===== src/rtl/alu_op_scheduler_if.sv =====
// Requester, ALU and response channels of the ALU op scheduler.
// The scheduler uses the slave modport; requesters, ALU and consumer use master.
interface alu_op_scheduler_if #(
  parameter int WIDTH = 32
);
  logic             req0_valid;
  logic             req0_ready;
  logic [3:0]       req0_inst;
  logic [WIDTH-1:0] req0_a;
  logic [WIDTH-1:0] req0_b;

  logic             req1_valid;
  logic             req1_ready;
  logic [3:0]       req1_inst;
  logic [WIDTH-1:0] req1_a;
  logic [WIDTH-1:0] req1_b;

  logic [3:0]       alu_inst;
  logic [WIDTH-1:0] alu_a;
  logic [WIDTH-1:0] alu_b;
  logic             alu_firstcyc;
  logic [WIDTH-1:0] alu_z;
  logic [3:0]       alu_flags;

  logic             rsp_valid;
  logic             rsp_ready;
  logic             rsp_id;
  logic [WIDTH-1:0] rsp_z;
  logic [3:0]       rsp_flags;
  logic             rsp_err;

  modport slave (
    input  req0_valid, req0_inst, req0_a, req0_b,
    output req0_ready,
    input  req1_valid, req1_inst, req1_a, req1_b,
    output req1_ready,
    output alu_inst, alu_a, alu_b, alu_firstcyc,
    input  alu_z, alu_flags,
    output rsp_valid, rsp_id, rsp_z, rsp_flags, rsp_err,
    input  rsp_ready
  );

  modport master (
    output req0_valid, req0_inst, req0_a, req0_b,
    input  req0_ready,
    output req1_valid, req1_inst, req1_a, req1_b,
    input  req1_ready,
    input  alu_inst, alu_a, alu_b, alu_firstcyc,
    output alu_z, alu_flags,
    input  rsp_valid, rsp_id, rsp_z, rsp_flags, rsp_err,
    output rsp_ready
  );
endinterface


===== src/rtl/alu_op_scheduler.sv =====
// Round-robin front end for a shared ALU: accepts one op at a time, drives the ALU
// for ALU_LAT cycles, then returns the captured result on a tagged response channel.
module alu_op_scheduler #(
  parameter int         WIDTH     = 32,
  parameter int         ALU_LAT   = 1,
  parameter logic [3:0] IDLE_INST = 4'b1110
) (
  input logic               clk_i,
  input logic               rst_i,
  alu_op_scheduler_if.slave bus_io
);
  localparam logic [1:0] IDLE = 2'd0;
  localparam logic [1:0] EXEC = 2'd1;
  localparam logic [1:0] RESP = 2'd2;

  localparam logic [3:0] UNDEF_INST = 4'b0110;
  localparam logic [3:0] LAT        = 4'(ALU_LAT);

  logic [1:0]       state_q, state_d;
  logic             rrPtr_q, rrPtr_d;
  logic [3:0]       cnt_q, cnt_d;
  logic [3:0]       aluInst_q, aluInst_d;
  logic [WIDTH-1:0] aluA_q, aluA_d;
  logic [WIDTH-1:0] aluB_q, aluB_d;
  logic             firstCyc_q, firstCyc_d;
  logic             rspId_q, rspId_d;
  logic [WIDTH-1:0] rspZ_q, rspZ_d;
  logic [3:0]       rspFlags_q, rspFlags_d;
  logic             rspErr_q, rspErr_d;

  logic             grant1;
  logic             ready0;
  logic             ready1;
  logic             accept;
  logic [3:0]       selInst;
  logic [WIDTH-1:0] selA;
  logic [WIDTH-1:0] selB;

  // Requester 1 wins when it is alone or when the pointer favours it under contention.
  always_comb begin
    grant1  = bus_io.req1_valid & (~bus_io.req0_valid | rrPtr_q);
    ready0  = ~rst_i & (state_q == IDLE) & bus_io.req0_valid & ~grant1;
    ready1  = ~rst_i & (state_q == IDLE) & grant1;
    accept  = ready0 | ready1;
    selInst = grant1 ? bus_io.req1_inst : bus_io.req0_inst;
    selA    = grant1 ? bus_io.req1_a    : bus_io.req0_a;
    selB    = grant1 ? bus_io.req1_b    : bus_io.req0_b;
  end

  assign bus_io.req0_ready   = ready0;
  assign bus_io.req1_ready   = ready1;
  assign bus_io.alu_inst     = aluInst_q;
  assign bus_io.alu_a        = aluA_q;
  assign bus_io.alu_b        = aluB_q;
  assign bus_io.alu_firstcyc = firstCyc_q;
  assign bus_io.rsp_valid    = (state_q == RESP);
  assign bus_io.rsp_id       = rspId_q;
  assign bus_io.rsp_z        = rspZ_q;
  assign bus_io.rsp_flags    = rspFlags_q;
  assign bus_io.rsp_err      = rspErr_q;

  // The ALU drive registers double as the op registers, so operands never toggle while idle.
  always_comb begin
    state_d    = state_q;
    rrPtr_d    = rrPtr_q;
    cnt_d      = cnt_q;
    aluInst_d  = aluInst_q;
    aluA_d     = aluA_q;
    aluB_d     = aluB_q;
    firstCyc_d = firstCyc_q;
    rspId_d    = rspId_q;
    rspZ_d     = rspZ_q;
    rspFlags_d = rspFlags_q;
    rspErr_d   = rspErr_q;
    case (state_q)
      IDLE: begin
        if (accept) begin
          rspId_d = grant1;
          rrPtr_d = ~grant1;
          if (selInst == UNDEF_INST) begin
            state_d    = RESP;
            rspZ_d     = '0;
            rspFlags_d = 4'h0;
            rspErr_d   = 1'b1;
          end else begin
            state_d    = EXEC;
            cnt_d      = LAT;
            aluInst_d  = selInst;
            aluA_d     = selA;
            aluB_d     = selB;
            firstCyc_d = 1'b1;
          end
        end
      end
      EXEC: begin
        firstCyc_d = 1'b0;
        cnt_d      = cnt_q - 4'd1;
        if (cnt_q == 4'd1) begin
          state_d    = RESP;
          aluInst_d  = IDLE_INST;
          rspZ_d     = bus_io.alu_z;
          rspFlags_d = bus_io.alu_flags;
          rspErr_d   = 1'b0;
        end
      end
      RESP: begin
        if (bus_io.rsp_ready) begin
          state_d = IDLE;
        end
      end
      default: state_d = IDLE;
    endcase
  end

  always_ff @(posedge clk_i or posedge rst_i) begin
    if (rst_i) begin
      state_q    <= IDLE;
      rrPtr_q    <= 1'b0;
      cnt_q      <= 4'd0;
      aluInst_q  <= IDLE_INST;
      aluA_q     <= '0;
      aluB_q     <= '0;
      firstCyc_q <= 1'b0;
      rspId_q    <= 1'b0;
      rspZ_q     <= '0;
      rspFlags_q <= 4'h0;
      rspErr_q   <= 1'b0;
    end else begin
      state_q    <= state_d;
      rrPtr_q    <= rrPtr_d;
      cnt_q      <= cnt_d;
      aluInst_q  <= aluInst_d;
      aluA_q     <= aluA_d;
      aluB_q     <= aluB_d;
      firstCyc_q <= firstCyc_d;
      rspId_q    <= rspId_d;
      rspZ_q     <= rspZ_d;
      rspFlags_q <= rspFlags_d;
      rspErr_q   <= rspErr_d;
    end
  end
endmodule


===== src/flat_wrapper.sv =====
// flat-port wrapper written by rule: the top's interface ports become plain ports
module alu_op_scheduler_flat 
#(
  parameter int         WIDTH     = 32,
  parameter int         ALU_LAT   = 1,
  parameter logic [3:0] IDLE_INST = 4'b1110
)
  (clk_i, rst_i, bus_io_req0_valid, bus_io_req0_inst, bus_io_req0_a, bus_io_req0_b, bus_io_req0_ready, bus_io_req1_valid, bus_io_req1_inst, bus_io_req1_a, bus_io_req1_b, bus_io_req1_ready, bus_io_alu_inst, bus_io_alu_a, bus_io_alu_b, bus_io_alu_firstcyc, bus_io_alu_z, bus_io_alu_flags, bus_io_rsp_valid, bus_io_rsp_id, bus_io_rsp_z, bus_io_rsp_flags, bus_io_rsp_err, bus_io_rsp_ready);
  alu_op_scheduler_if #(.WIDTH(WIDTH)) bus_io_i ();
  input logic clk_i;
  input logic rst_i;
  input wire logic [$bits(bus_io_i.req0_valid)-1:0] bus_io_req0_valid;
  input wire logic [$bits(bus_io_i.req0_inst)-1:0] bus_io_req0_inst;
  input wire logic [$bits(bus_io_i.req0_a)-1:0] bus_io_req0_a;
  input wire logic [$bits(bus_io_i.req0_b)-1:0] bus_io_req0_b;
  output wire logic [$bits(bus_io_i.req0_ready)-1:0] bus_io_req0_ready;
  input wire logic [$bits(bus_io_i.req1_valid)-1:0] bus_io_req1_valid;
  input wire logic [$bits(bus_io_i.req1_inst)-1:0] bus_io_req1_inst;
  input wire logic [$bits(bus_io_i.req1_a)-1:0] bus_io_req1_a;
  input wire logic [$bits(bus_io_i.req1_b)-1:0] bus_io_req1_b;
  output wire logic [$bits(bus_io_i.req1_ready)-1:0] bus_io_req1_ready;
  output wire logic [$bits(bus_io_i.alu_inst)-1:0] bus_io_alu_inst;
  output wire logic [$bits(bus_io_i.alu_a)-1:0] bus_io_alu_a;
  output wire logic [$bits(bus_io_i.alu_b)-1:0] bus_io_alu_b;
  output wire logic [$bits(bus_io_i.alu_firstcyc)-1:0] bus_io_alu_firstcyc;
  input wire logic [$bits(bus_io_i.alu_z)-1:0] bus_io_alu_z;
  input wire logic [$bits(bus_io_i.alu_flags)-1:0] bus_io_alu_flags;
  output wire logic [$bits(bus_io_i.rsp_valid)-1:0] bus_io_rsp_valid;
  output wire logic [$bits(bus_io_i.rsp_id)-1:0] bus_io_rsp_id;
  output wire logic [$bits(bus_io_i.rsp_z)-1:0] bus_io_rsp_z;
  output wire logic [$bits(bus_io_i.rsp_flags)-1:0] bus_io_rsp_flags;
  output wire logic [$bits(bus_io_i.rsp_err)-1:0] bus_io_rsp_err;
  input wire logic [$bits(bus_io_i.rsp_ready)-1:0] bus_io_rsp_ready;
  assign bus_io_i.req0_valid = bus_io_req0_valid;
  assign bus_io_i.req0_inst = bus_io_req0_inst;
  assign bus_io_i.req0_a = bus_io_req0_a;
  assign bus_io_i.req0_b = bus_io_req0_b;
  assign bus_io_req0_ready = bus_io_i.req0_ready;
  assign bus_io_i.req1_valid = bus_io_req1_valid;
  assign bus_io_i.req1_inst = bus_io_req1_inst;
  assign bus_io_i.req1_a = bus_io_req1_a;
  assign bus_io_i.req1_b = bus_io_req1_b;
  assign bus_io_req1_ready = bus_io_i.req1_ready;
  assign bus_io_alu_inst = bus_io_i.alu_inst;
  assign bus_io_alu_a = bus_io_i.alu_a;
  assign bus_io_alu_b = bus_io_i.alu_b;
  assign bus_io_alu_firstcyc = bus_io_i.alu_firstcyc;
  assign bus_io_i.alu_z = bus_io_alu_z;
  assign bus_io_i.alu_flags = bus_io_alu_flags;
  assign bus_io_rsp_valid = bus_io_i.rsp_valid;
  assign bus_io_rsp_id = bus_io_i.rsp_id;
  assign bus_io_rsp_z = bus_io_i.rsp_z;
  assign bus_io_rsp_flags = bus_io_i.rsp_flags;
  assign bus_io_rsp_err = bus_io_i.rsp_err;
  assign bus_io_i.rsp_ready = bus_io_rsp_ready;
  alu_op_scheduler #(.WIDTH(WIDTH), .ALU_LAT(ALU_LAT), .IDLE_INST(IDLE_INST)) u_core (.clk_i(clk_i), .rst_i(rst_i), .bus_io(bus_io_i));
endmodule

===== config.mk =====
export PLATFORM = sky130hd
export DESIGN_NAME = alu_op_scheduler_flat
export DESIGN_NICKNAME = d
export VERILOG_FILES = /design/src/rtl/alu_op_scheduler_if.sv /design/src/rtl/alu_op_scheduler.sv /design/src/flat_wrapper.sv
export SDC_FILE = /design/constraint.sdc
export NUM_CORES = 1
export LEC_CHECK = 0
export BUFFER_PORTS_ARGS = -buffer_cell sky130_fd_sc_hd__buf_2
export CORE_ASPECT_RATIO = 1.4
export CORE_MARGIN = 2
export CORE_UTILIZATION = 35
export CTS_BUF_LIST = sky130_fd_sc_hd__clkbuf_16
export DETAILED_ROUTE_END_ITERATION = 6
export PLACE_DENSITY_LB_ADDON = 0.1
export RECOVER_POWER = 100
export SLEW_MARGIN = 0
export SYNTH_ARGS = -nofsm -noshare
export SYNTH_HDL_FRONTEND = slang
export SYNTH_SLANG_ARGS = --single-unit

===== constraint.sdc =====
create_clock -name clk_i -period 5.94 [get_ports clk_i]
set_input_delay 1.782 -clock clk_i [delete_from_list [all_inputs] [get_ports clk_i]]
set_output_delay 1.782 -clock clk_i [all_outputs]
set_load 0.02 [all_outputs]

* Yosys cells after proc, flatten, opt, wreduce, memory -nomap -nowiden
Cells that the tools add are included.
** Storage, ports and cells
- Flip-flop bits (word level) :: 114
- Latch bits :: 0
- Memory bits (writable) :: 0
- Memory bits (read-only) :: 0
- Output and inout bits :: 110
- Logic and storage cells :: 70
- Memories kept :: 0
** Operators by class
- $add $sub $neg :: 1
- Multiply operators :: 0
- Divide/modulo/power cells :: 0
- Order comparisons :: 0
- Equality and inequality tests :: 9
- Shift operators :: 0
- Muxes and demuxes :: 30
- Bitwise operators :: 11
- Reduce and logical (&&, ||, !) cells :: 8
** Operators by type and width (count)
- $mux 32 :: 5
- $pmux 32 s2 :: 1
- $mux 4 :: 9
- $pmux 4 s2 :: 3
- $reduce_and 3->1 :: 3
- $mux 2 :: 4
- $reduce_and 4->1 :: 2
- $ne 2x1->1 const B :: 3
- $pmux 2 s3 :: 1
- $and 1x1->1 :: 5
- $mux 1 :: 5
- $eq 4x1->1 const B :: 1
- $eq 4x3->1 const B :: 1
- $ne 2x2->1 const B :: 2
- $not 1->1 :: 4
- $pmux 1 s2 :: 2
- $sub 4x1->4 const B :: 1
- $eq 2x1->1 const B :: 1
- $eq 2x2->1 const B :: 1
- $logic_not 2->1 :: 1
- $or 1x1->1 :: 2
- $reduce_and 2->1 :: 1
- $reduce_bool 2->1 :: 1

* Longest topological paths before layout
Gate-level depths: netlist of run 1.
- Depth after elaboration :: 8
- Depth in mapped cells :: 8
- Depth with buffers taken out :: 6

* Least setup slack after synthesis of run 1
OpenSTA, ideal clock, no wires.
- Path type :: input to output
- Start point :: input bus_io_req1_valid
- End point :: output bus_io_req1_ready
- Arrival :: 3186 ps
- Data required time :: 4158 ps
- Slack :: 972 ps
- Stages :: 5
- Cell sequence :: clkbuf_1 nand2_1 buf_2 buf_1 nor3_1
** Between the ends
- Longest elaborated chain between the ends :: 2
** Ends and longest elaborated chain
- start: declaration :: RTL line flat_wrapper.sv:17 : input wire logic [$bits(bus_io_i.req1_valid)-1:0] bus_io_req1_valid;
- $and 1x1->1 :: RTL line alu_op_scheduler.sv:41 : grant1 = bus_io.req1_valid & (~bus_io.req0_valid | rrPtr_q);
- $and 1x1->1 :: RTL line alu_op_scheduler.sv:43 : ready1 = ~rst_i & (state_q == IDLE) & grant1;
- end: declaration :: RTL line flat_wrapper.sv:21 : output wire logic [$bits(bus_io_i.req1_ready)-1:0] bus_io_req1_ready;
No other way between the ends.

* Worst setup path in the final report of run 1
- Start point :: input bus_io_req0_valid
- End point :: register u_core.aluB_q[2], in the netlist u_core.bus_io.alu_b[2]
** Between the ends
- Longest elaborated chain between the ends :: 7
** Ends and longest elaborated chain
- start: declaration :: RTL line flat_wrapper.sv:12 : input wire logic [$bits(bus_io_i.req0_valid)-1:0] bus_io_req0_valid;
- $not 1->1 :: RTL line alu_op_scheduler.sv:41
- $or 1x1->1 :: RTL line alu_op_scheduler.sv:41
- $and 1x1->1 :: RTL line alu_op_scheduler.sv:41
- $mux 4 or $not 1->1 (tied branches) :: RTL line alu_op_scheduler.sv:45, alu_op_scheduler.sv:42
- $eq 4x3->1 or $and 1x1->1 (tied branches) :: RTL line alu_op_scheduler.sv:80, alu_op_scheduler.sv:42
- $not 1->1 (no line) or $or 1x1->1 (tied branches)
- $reduce_and 3->1 (no line)
- end signal: assignment :: RTL line alu_op_scheduler.sv:134 : aluB_q <= aluB_d;
- end: declaration :: RTL line alu_op_scheduler.sv:24 : logic [WIDTH-1:0] aluB_q, aluB_d;
Parallel ways exist; a longest one is shown, timed or not.
A chain may end at the register's enable or synchronous reset.

==> results of run 1 <==
-- final cells by class --
type                            count  area share, %
Inverter                            8          0.426
Multi-Input combinational cell    235           30.3
Timing Repair Buffer              292           18.1
Sequential cell                   114           38.9
Clock buffer                       17           5.80
Clock inverter                     15           3.19
Tap cell                          189           3.22
-- stage by stage --
stage / hold WS [ps] / total power [W] / utilization (%)
4_1_cts: 496 / 0.00429 / 51.6
5_1_grt: 511 / 0.00437 / 50.3
6_report: 493 / 0.00412 / 50.3
2_1_floorplan: 479 / 0.00254 / -
3_5_place_dp: 479 / 0.00315 / 47.0
3_3_place_gp: 477 / 0.00312 / 47.0
-- cells by family (layout without fill, tap and decap cells) --
kind of cell / count (synthesis) / count (layout) / share of synthesized area, %
DFF: 114 / 114 / 54.5
and+or+nand+nor: 39 / 39 / 3.98
buffers and inverters: 32 / 332 / 3.05
muxes: 130 / 130 / 27.9
adders and majority gates: 2 / 2 / 0.477
AOI/OAI and AO/OA: 63 / 63 / 9.97
xor gates and xnor gates: 1 / 1 / 0.167
-- routing by layer --
metal  routed length [um]  GRT usage, %  vias to the layer above
met1                 5540          19.9                     1976
met4                  245          5.96                        0
met3                 1030          4.85                       17
met2                 7100          30.2                      193
li1                     -             -                     1977
met5                    0             0                        -
-- registers in the layout (all words and copies together) (netlist names), 2 cells and up --
signal,count
u_core.bus_io.alu_a,32
u_core.state_q,2
u_core.bus_io.alu_b,32
u_core.bus_io.rsp_z,32
u_core.cnt_q,4
u_core.bus_io.alu_inst,4
u_core.bus_io.rsp_flags,4
-- synthesized netlist by cell type, drive strengths merged --
library cell	number
a2111oi	1
a21boi	2
a21o	2
a21oi	6
a221o	1
a221oi	2
a22o	37
a22oi	1
a311o	1
a31oi	1
and2	1
and4	1
buf	12
clkbuf	12
dfrtp	111
dfstp	3
ha	2
inv	8
mux2	128
mux2i	2
nand2	5
nand2b	2
nand3	3
nand4	1
nor2	12
nor2b	3
nor3	5
o211ai	1
o21a	1
o21ai	5
o221ai	1
o31ai	1
or2	2
or3	1
or3b	1
or4bb	2
xnor2	1
-- final timing paths --
kind / from / end / cells after the start
worst max-delay path: bus_io_req0_valid / u_core.bus_io.alu_b[2] / 6
worst min-delay path: u_core.bus_io.rsp_flags[3] / u_core.bus_io.rsp_flags[3] / 1
worst max register to register: u_core.state_q[0] / u_core.bus_io.alu_b[2] / 5
worst min register to register: u_core.bus_io.rsp_flags[3] / u_core.bus_io.rsp_flags[3] / 1
max in group asynchronous: rst_i / u_core.bus_io.alu_a[8] / 3
min in group asynchronous: rst_i / u_core.cnt_q[1] / 2
-- worst max-delay path, stage by stage --
cell and delay [ps]:
clkbuf_1 130, nand2b_1 210, nand3_1 100, a21boi_0 1900, buf_4 600, mux2_2 390
-- report_power, final --
part | leakage [nW] | switching (W) | internal (W) | total (W)
registers | 1.40 | 0.000209 | 0.00116 | 0.00137
logic | 1.68 | 0.000994 | 0.000639 | 0.00163
clock network | 0.310 | 0.000369 | 0.000748 | 0.00112
==> results by group, run 1 <==
Finish
  – Share of post-route cells with drive strength above 1: 50.5%
  – FILL cells: 1388
  – Final Non-Filler Cells: 870
  – Area growth, synth to finish: 39.9%
  – Footprint of the multi-input gates: 2220 um^2
  – Register area: 2860 um^2
  – Commonest cells after routing, fill and taps aside: 173 x buf_2, 125 x mux2_2, 114 x clkbuf_1
  – Design Area, Final: 7340 um^2
  – Layout net count: 847
  – Inserted Diodes: 0
  – Most common cell after layout, fill and taps aside: buf_2

Synth
  – Netlist cell types: 42
  – Ys Warns: 0
  – Syn avg cell area: 13.8 um^2
  – Top post-synthesis cells by area: dfrtp_1 53%, mux2_2 27%, a22o_1 6.2%
  – Post-synth top area share: 53.0%
  – Seq/Total Area, Yosys: 54.5%
  – Synth Cell Area: 5240 um^2
  – Area leader, netlist: dfrtp_1
  – Syn_nets: 560
  – Cell count after synthesis: 381
  – Synth Register Bits: 114

Clock tree
  – Post-cts sizing count: 0
  – H-tree level count: 4
  – Post-CTS Setup Bufs: 0
  – # hold bufs at CTS: 0
  – CTS tree: yes
  – Clock Tree Root: clkbuf_16
  – Worst-path clk slew: 60 ps
  – Clock Sinks: 114
  – Clk Latency, worst-skew pair: 400 ps
  – Num CTS Buffers: 17
  – CTS max path bufs: 2

Detailed routing
  – Routed Antenna Nets: 0
  – DRC viols: 0
  – Wire per inst: 16.0 um
  – DRT Pass-1 Iters: 4
  – Drt total wl: 13900 um
  – Vias post-DR: 4163
  – Initial DRC count: 109
  – Vias per cell: 4.79

Setup path
  – Reg2Reg Setup Slack: 1780 ps
  – CP startpoint kind: input port
  – Req. time, crit path: 6220 ps
  – Critical Path End Type: register
  – Max Fanout on Critical Path: 28
  – WS Path Type: in -> reg
  – Critical path arrival: 5140 ps

Floorplanning
  – Initial Util: 36.0%
  – Core region area: 14600 um^2
  – Top Ports: 287
  – Die W: 107 um
  – Die height: 149 um
  – FP Rows: 52
  – Die area: 16000 um^2

Place
  – GP Congestion: 0.764
  – Placement Cell Area: 6860 um^2
  – IO Port Bufs: 286
  – Dpl cells: 838
  – Pre-CTS setup slack: 1490 ps
  – Post-DP HPWL: 10300 um

Global routing
  – Global-route wire length before repair: 21200 um
  – Largest net degree at the start of global routing: 77
  – Overflow after GRT: 0
  – Vias in the first global route: 4157
  – GRT Util Overall: 17.2%
  – Initial antenna violation count: 0

Timing
  – RSZ-0062 raised after global routing: no
  – Final Setup Violations: 0
  – Fin. max-slew vios: 142
  – Fin Clk Skew: 8.23 ps
  – Final hold vios: 0
  – Slew HR: -125%
  – Tightest Pin Transition: 3350 ps
  – Final Cycle Share: 81.7%
  – Setup TNS: 0 ps
  – Max Clk Rate: 206 MHz
  – Fin worst setup slack: 1090 ps
  – Post-route minimum period: 4850 ps

Run
  – Max Cap Viol: 4

Status
  – Status: complete, but fails checks
  – Failing checks: max-capacitance violations, max-slew violations

Pwr
  – PD cells: 562 nW/um^2
  – Leakage: 3.40 nW
  – Peak supply drop: 0.253 mV

Hold path
  – Min-delay worst type: reg -> reg
No activity file was read; power rests on OpenSTA's default activity.
==> run 2: changes to the inputs <==
Settings changed: ABC_AREA from default to 1.
Clock period 5.94 ns to 4.7 ns, I/O delays scaled along.
==> run 2 against run 1 <==
Compared with the run above: the run still ends with max-capacitance violations, max-slew violations left; worst hold slack got worse by 26 ps; core utilization down 0.38 points; first-iteration DRC count increased by 96%; register-to-register slack got worse by 240 ps.
==> results by group, run 2 <==
Setup path
  – Critical Path End Type: register
  – Req. time, crit path: 4960 ps (-1260 ps)
  – RR Startpoint: u_core.rrPtr_q
  – Critical path arrival: 4150 ps (-990 ps)
  – Max Fanout on Critical Path: 37 (+32%)
  – CP Launch Point: bus_io_req0_valid
  – WS Path Type: in -> reg
  – CP startpoint kind: input port

Synth
  – Syn_nets: 724 (+29%)
  – Seq/Total Area, Yosys: 55.8% (+1.4 points)
  – Top cells by instance count after synthesis: 186 x nand2_1, 111 x dfrtp_1, 66 x o21ai_0, 64 x mux2i_1, 49 x nand3_1
  – Post-synthesis async set-or-reset flop share: 100% (unchanged)
  – Synth Register Bits: 114 (unchanged)
  – Area leader, netlist: dfrtp_1
  – Netlist cell types: 20 (-52%)
  – Cell count after synthesis: 545 (+43%)
  – Top post-synthesis cells by area: dfrtp_1 54%, nand2_1 14%, mux2i_1 13%
  – Ys Warns: 0 (unchanged)
  – Synth Cell Area: 5110 um^2 (-2.5%)
  – Syn avg cell area: 9.39 um^2 (-32%)
  – Post-synth EDFFs: 0 (unchanged)
  – Post-synth top area share: 54.3% (+1.3 points)
  – Top FF cell, synth: dfrtp_1
  – Most common cell in the netlist: nand2_1

Floorplanning
  – Die area: 15600 um^2 (-2.4%)
  – Core region area: 14400 um^2 (-1.3%)
  – Die height: 147 um (-1.2%)
  – FP Rows: 52 (unchanged)
  – Initial Util: 35.6% (-0.41 points)
  – Die W: 106 um (-1.2%)
  – Top Ports: 287 (unchanged)

Finish
  – Commonest cells after routing, fill and taps aside: 186 x nand2_1, 173 x buf_2, 115 x clkbuf_1
  – Area growth, synth to finish: 40.4%
  – Most common cell after layout, fill and taps aside: nand2_1
  – Layout net count: 1004 (+19%)
  – Share of post-route cells with drive strength above 1: 25.9% (-25 points)
  – Inserted Diodes: 0 (unchanged)

Status
  – Failing checks: max-capacitance violations, max-slew violations
  – Status: complete, but fails checks

Clock tree
  – CTS max path bufs: 2 (unchanged)
  – Post-cts sizing count: 0 (unchanged)
  – Clock Tree Root: clkbuf_16
  – Post-CTS Setup Bufs: 0 (unchanged)
  – CTS tree: yes
  – H-tree level count: 4 (unchanged)
  – Clock Sinks: 114 (unchanged)
  – Clk Latency, worst-skew pair: 410 ps (about the same)
  – Num CTS Buffers: 17 (unchanged)
  – # hold bufs at CTS: 0 (unchanged)
  – Worst-path clk slew: 60 ps (about the same)

Timing
  – Fin Clk Skew: 13.1 ps (+4.89 ps)
  – Final Cycle Share: 82.9%
  – Tightest Pin Transition: 1740 ps (-1610 ps)
  – RSZ-0062 raised after global routing: no
  – Final Setup Violations: 0 (unchanged)
  – Final hold vios: 0 (unchanged)
  – Fin worst setup slack: 803 ps (-282 ps)
  – Setup TNS: 0 ps (unchanged)
  – Fin. max-slew vios: 34 (-76%)
  – Max Clk Rate: 257 MHz
  – Slew HR: -16.3% (+110 points)
  – Hold_ws: 467 ps (-26.0 ps)
  – Post-route minimum period: 3900 ps

Pwr
  – Peak supply drop: 0.352 mV (+39%)
  – Leakage: 3.86 nW (+14%)
  – PD cells: 733 nW/um^2 (+30%)

Global routing
  – GRT Util Overall: 17.9% (+0.69 points)
  – Initial antenna violation count: 0 (unchanged)
  – Overflow after GRT: 0 (unchanged)
  – Largest net degree at the start of global routing: 83 (+7.8%)
  – Global-route wire length before repair: 21900 um (+3.5%)
  – Vias in the first global route: 4470 (+7.5%)

Place
  – Post-DP HPWL: 10400 um (+0.62%)
  – Pre-CTS setup slack: 1070 ps (-422 ps)
  – IO Port Bufs: 286 (unchanged)
  – GP Congestion: 0.742 (-2.9%)

Detailed routing
  – DRC viols: 0 (unchanged)
  – Drt total wl: 14200 um (+1.8%)
  – Vias per cell: 4.58 (-4.4%)
  – DRT Pass-1 Iters: 4 (unchanged)
  – Wire per inst: 13.8 um (-14%)
  – Initial DRC count: 214 (+96%)
  – Vias post-DR: 4699 (+13%)
  – Routed Antenna Nets: 0 (unchanged)

Hold path
  – Hold path startpoint: u_core.bus_io.rsp_flags[0]
  – Min-delay worst type: reg -> reg

Run
  – Max Cap Viol: 1 (-3)
run 2: kinds of logic after synthesis:
group                      after synthesis  share of synthesized area [%]
DFF                                    114                           55.8
and+or+nand+nor                        250                           20.0
adders and majority gates                2                          0.489
muxes                                   64                           12.5
AOI/OAI and AO/OA                       69                           6.80
buffers and inverters                   46                           4.33
run 2: final timing paths:
check                                              to  slack (ps)  depth (start not counted)
max                           u_core.bus_io.alu_a[25]         800                          7
min                        u_core.bus_io.rsp_flags[0]         470                          2
max reg2reg                   u_core.bus_io.alu_a[25]        1540                          7
min reg2reg                u_core.bus_io.rsp_flags[0]         470                          2
max in group asynchronous     u_core.bus_io.alu_a[18]        1170                          4
min in group asynchronous     u_core.bus_io.rsp_z[21]        1640                          3
run 2: metal layers:
metal / part of all wire [%] / vias up / wire (um) / GRT usage [%]
met1: 41 / 2136 / 5800 / 21.3
met4: 1.5 / 0 / 208 / 5.92
met3: 8.3 / 14 / 1180 / 6.43
met2: 49 / 187 / 6970 / 29.9
li1: - / 2362 / - / -
met5: 0 / - / 0 / 0
run 2: worst max-delay path, stage by stage:
cell and delay, ps:
clkbuf_1 130, nand2_1 160, nand2_1 240, clkbuf_2 710, clkbuf_2 1000, mux2i_1 320, o21ai_0 140
run 2: per-stage QoR:
| step | instances | area (um^2) | util [%] | total power [W] |
|---|---|---|---|---|
| 2_1_floorplan | 545 | 5120 | - | 0.00322 |
| 3_3_place_gp | 995 | 6690 | 46.6 | 0.00395 |
| 3_5_place_dp | 995 | 6690 | 46.6 | 0.00400 |
| 4_1_cts | 1027 | 7360 | 51.2 | 0.00546 |
| 5_1_grt | 1027 | 7180 | 50.0 | 0.00565 |
| 6_report | 1027 | 7180 | 50.0 | 0.00527 |
run 2: where the power goes:
group          internal [W]  total [W]  switching (W)
clock network      0.000989    0.00144       0.000453
logic              0.000612    0.00211        0.00150
registers           0.00146    0.00172       0.000252
total               0.00307    0.00527        0.00220
run 2: area by class of cell:
class,count,area [um^2]
clock buffer,17,425
clock inverter,15,238
fill,1407,7200
inverter,13,50.0
multi-input combinational,385,2040
sequential,114,2860
tap,189,236
timing repair buffer,294,1340
==> run 3: changes to the inputs <==
Clock period 4.7 ns to 3.59 ns, I/O delays scaled along.
==> run 3 against run 2 <==
Compared with the run above: the flow now finishes without violations; critical endpoint is now bus_io_req1_ready; non-clock buffer count up 2; highest routed layer unchanged; sequential share of layout area down 0.37 points; core utilization up 0.47 points; sequential power up 31%; die area unchanged; worst setup slack worse by 340 ps; register-to-register slack worse by 500 ps; wire length up 3.0%.
==> results by group, run 3 (same netlist as run 2, synthesis figures left out) <==
Detailed routing
  – Vias post-DR: 4797 (+2.1%)
  – Drt total wl: 14600 um (+3.0%)
  – Initial DRC count: 209 (-2.3%)
  – Vias per cell: 4.66 (+1.9%)
  – Routed Antenna Nets: 0 (unchanged)
  – DRC viols: 0 (unchanged)
  – DRT Pass-1 Iters: 4 (unchanged)
  – Wire per inst: 14.2 um (+2.8%)

Pwr
  – Final Total Pwr: 0.00696 W (+32%)
  – Peak supply drop: 0.385 mV (+9.4%)
  – Sw Pwr: 0.00291 W (+32%)
  – Internal power: 0.00405 W (+32%)
  – PD cells: 961 nW/um^2 (+31%)
  – Leakage: 3.91 nW (+1.1%)
  – Net Sw Frac: 41.8% (about the same)
  – Comb power frac: 40.5% (+0.5 points)
  – Flop pwr share: 32.3% (-0.3 points)
  – Share of power burned in the clock network: 27.2% (-0.2 points)

Finish
  – FILL cells: 1416 (+0.64%)
  – Area growth, synth to finish: 41.8%
  – Commonest cells after routing, fill and taps aside: 184 x nand2_1, 174 x buf_2, 113 x clkbuf_1
  – Register area: 2860 um^2 (unchanged)
  – Final Util: 50.4% (+0.47 points)
  – Footprint of the multi-input gates: 2040 um^2 (+0.25%)
  – Layout net count: 1006 (+0.20%)
  – Inserted Diodes: 0 (unchanged)
  – Most common cell after layout, fill and taps aside: nand2_1
  – Share of post-route cells with drive strength above 1: 26.5% (+0.65 points)

Timing
  – Fin. max-slew vios: 0 (-100%)
  – Hold_ws: 461 ps (-5.99 ps)
  – Max Clk Rate: 320 MHz
  – Final Cycle Share: 87.0%
  – Tightest Pin Transition: 1130 ps (-610 ps)
  – Post-route minimum period: 3120 ps
  – Final hold vios: 0 (unchanged)
  – Slew HR: 24.4% (+41 points)
  – RSZ-0062 raised after global routing: no
  – Setup TNS: 0 ps (unchanged)
  – Final Setup Violations: 0 (unchanged)
  – Fin Clk Skew: 11.6 ps (-1.53 ps)

Clock tree
  – H-tree level count: 4 (unchanged)
  – Post-CTS Setup Bufs: 0 (unchanged)
  – CTS tree: yes
  – Worst-path clk slew: 50 ps (about the same)
  – Clock Tree Root: clkbuf_16
  – Num CTS Buffers: 17 (unchanged)
  – Post-cts sizing count: 0 (unchanged)
  – Clock Sinks: 114 (unchanged)
  – # hold bufs at CTS: 0 (unchanged)
  – Clk Latency, worst-skew pair: 410 ps (about the same)
  – CTS max path bufs: 2 (unchanged)

Hold path
  – Min-delay worst type: reg -> reg

Setup path
  – WS Path Type: in -> out
  – Max Fanout on Critical Path: 6 (-84%)
  – Crit-path slowest cell: a21boi_0
  – Critical path arrival: 2050 ps (-2100 ps)
  – CP startpoint kind: input port
  – CP max stage delay: 310 ps (-690 ps)
  – CP cell instances: buf_2 -> a21boi_0 -> nand2_1 -> inv_1 -> clkbuf_1
  – Critical Path End Type: primary output
  – Req. time, crit path: 2510 ps (-2450 ps)

Place
  – Post-DP HPWL: 10700 um (+2.6%)
  – IO Port Bufs: 286 (unchanged)
  – GP Congestion: 0.840 (+13%)

Floorplanning
  – Die area: 15600 um^2 (unchanged)
  – Die height: 147 um (unchanged)
  – FP Rows: 52 (unchanged)
  – Initial Util: 35.6% (unchanged)
  – Core region area: 14400 um^2 (unchanged)
  – Top Ports: 287 (unchanged)
  – Die W: 106 um (unchanged)

Global routing
  – Vias in the first global route: 4831 (+8.1%)
  – Largest net degree at the start of global routing: 70 (-16%)
  – GRT Util Overall: 18.9% (+1.0 points)
  – Overflow after GRT: 0 (unchanged)
  – Initial antenna violation count: 0 (unchanged)
  – Global-route wire length before repair: 23400 um (+7.1%)

Status
  – Status: completed

Run
  – Max Cap Viol: 0 (-1)
## run 3: power by group through the flow
stage / Clock, W / Sequential [W] / Combinational, W
detailed placement: 0 / 0.00224 / 0.00312
CTS: 0.00195 / 0.00224 / 0.00311
floorplan: 0 / 0.00294 / 0.00142
global route: 0.00201 / 0.00233 / 0.00315
finish: 0.00190 / 0.00225 / 0.00282
global placement: 0 / 0.00223 / 0.00306
## run 3: layer usage
layer | vias up | GRT usage, % | wire length (um)
li1 | 2381 | - | -
met1 | 2202 | 22.0 | 5840
met2 | 195 | 32.3 | 7310
met3 | 19 | 4.88 | 1140
met4 | 0 | 8.82 | 308
met5 | - | 0 | 0
## run 3: final timing paths
check                                                 end                      start  cells after the start  slack (ps)
worst max-delay path                    bus_io_req1_ready          bus_io_req1_valid                      5         470
worst min-delay path            u_core.bus_io.alu_inst[3]  u_core.bus_io.alu_inst[3]                      2         460
worst max register to register    u_core.bus_io.rsp_z[30]            u_core.cnt_q[1]                     11        1040
worst min register to register  u_core.bus_io.alu_inst[3]  u_core.bus_io.alu_inst[3]                      2         460
max in group asynchronous         u_core.bus_io.alu_a[28]                      rst_i                      4         870
min in group asynchronous                  u_core.rrPtr_q                      rst_i                      3        1080
## run 3: worst max-delay path, delay by kind of cell
kind | cells | cell delay, ps
AOI/OAI and AO/OA | 1 | 310
buffers and inverters | 3 | 460
and+or+nand+nor | 1 | 190
## run 3: layout make-up
type                            instances  share of cell area, %
Sequential cell                       114                   39.4
Clock buffer                           17                   5.87
Clock inverter                         15                   3.35
Tap cell                              189                   3.26
Inverter                               13                  0.690
Multi-Input combinational cell        385                   28.2
Timing Repair Buffer                  296                   19.2
## run 3: metrics by stage
| step | cells | area [um^2] | setup WS, ps |
|---|---|---|---|
| after detailed placement | 997 | 6760 | 618 |
| after global routing | 1029 | 7250 | 335 |
| after global placement | 997 | 6760 | 651 |
| final | 1029 | 7250 | 467 |
| after CTS | 1029 | 7430 | 615 |
| after floorplan | 545 | 5210 | -840 |
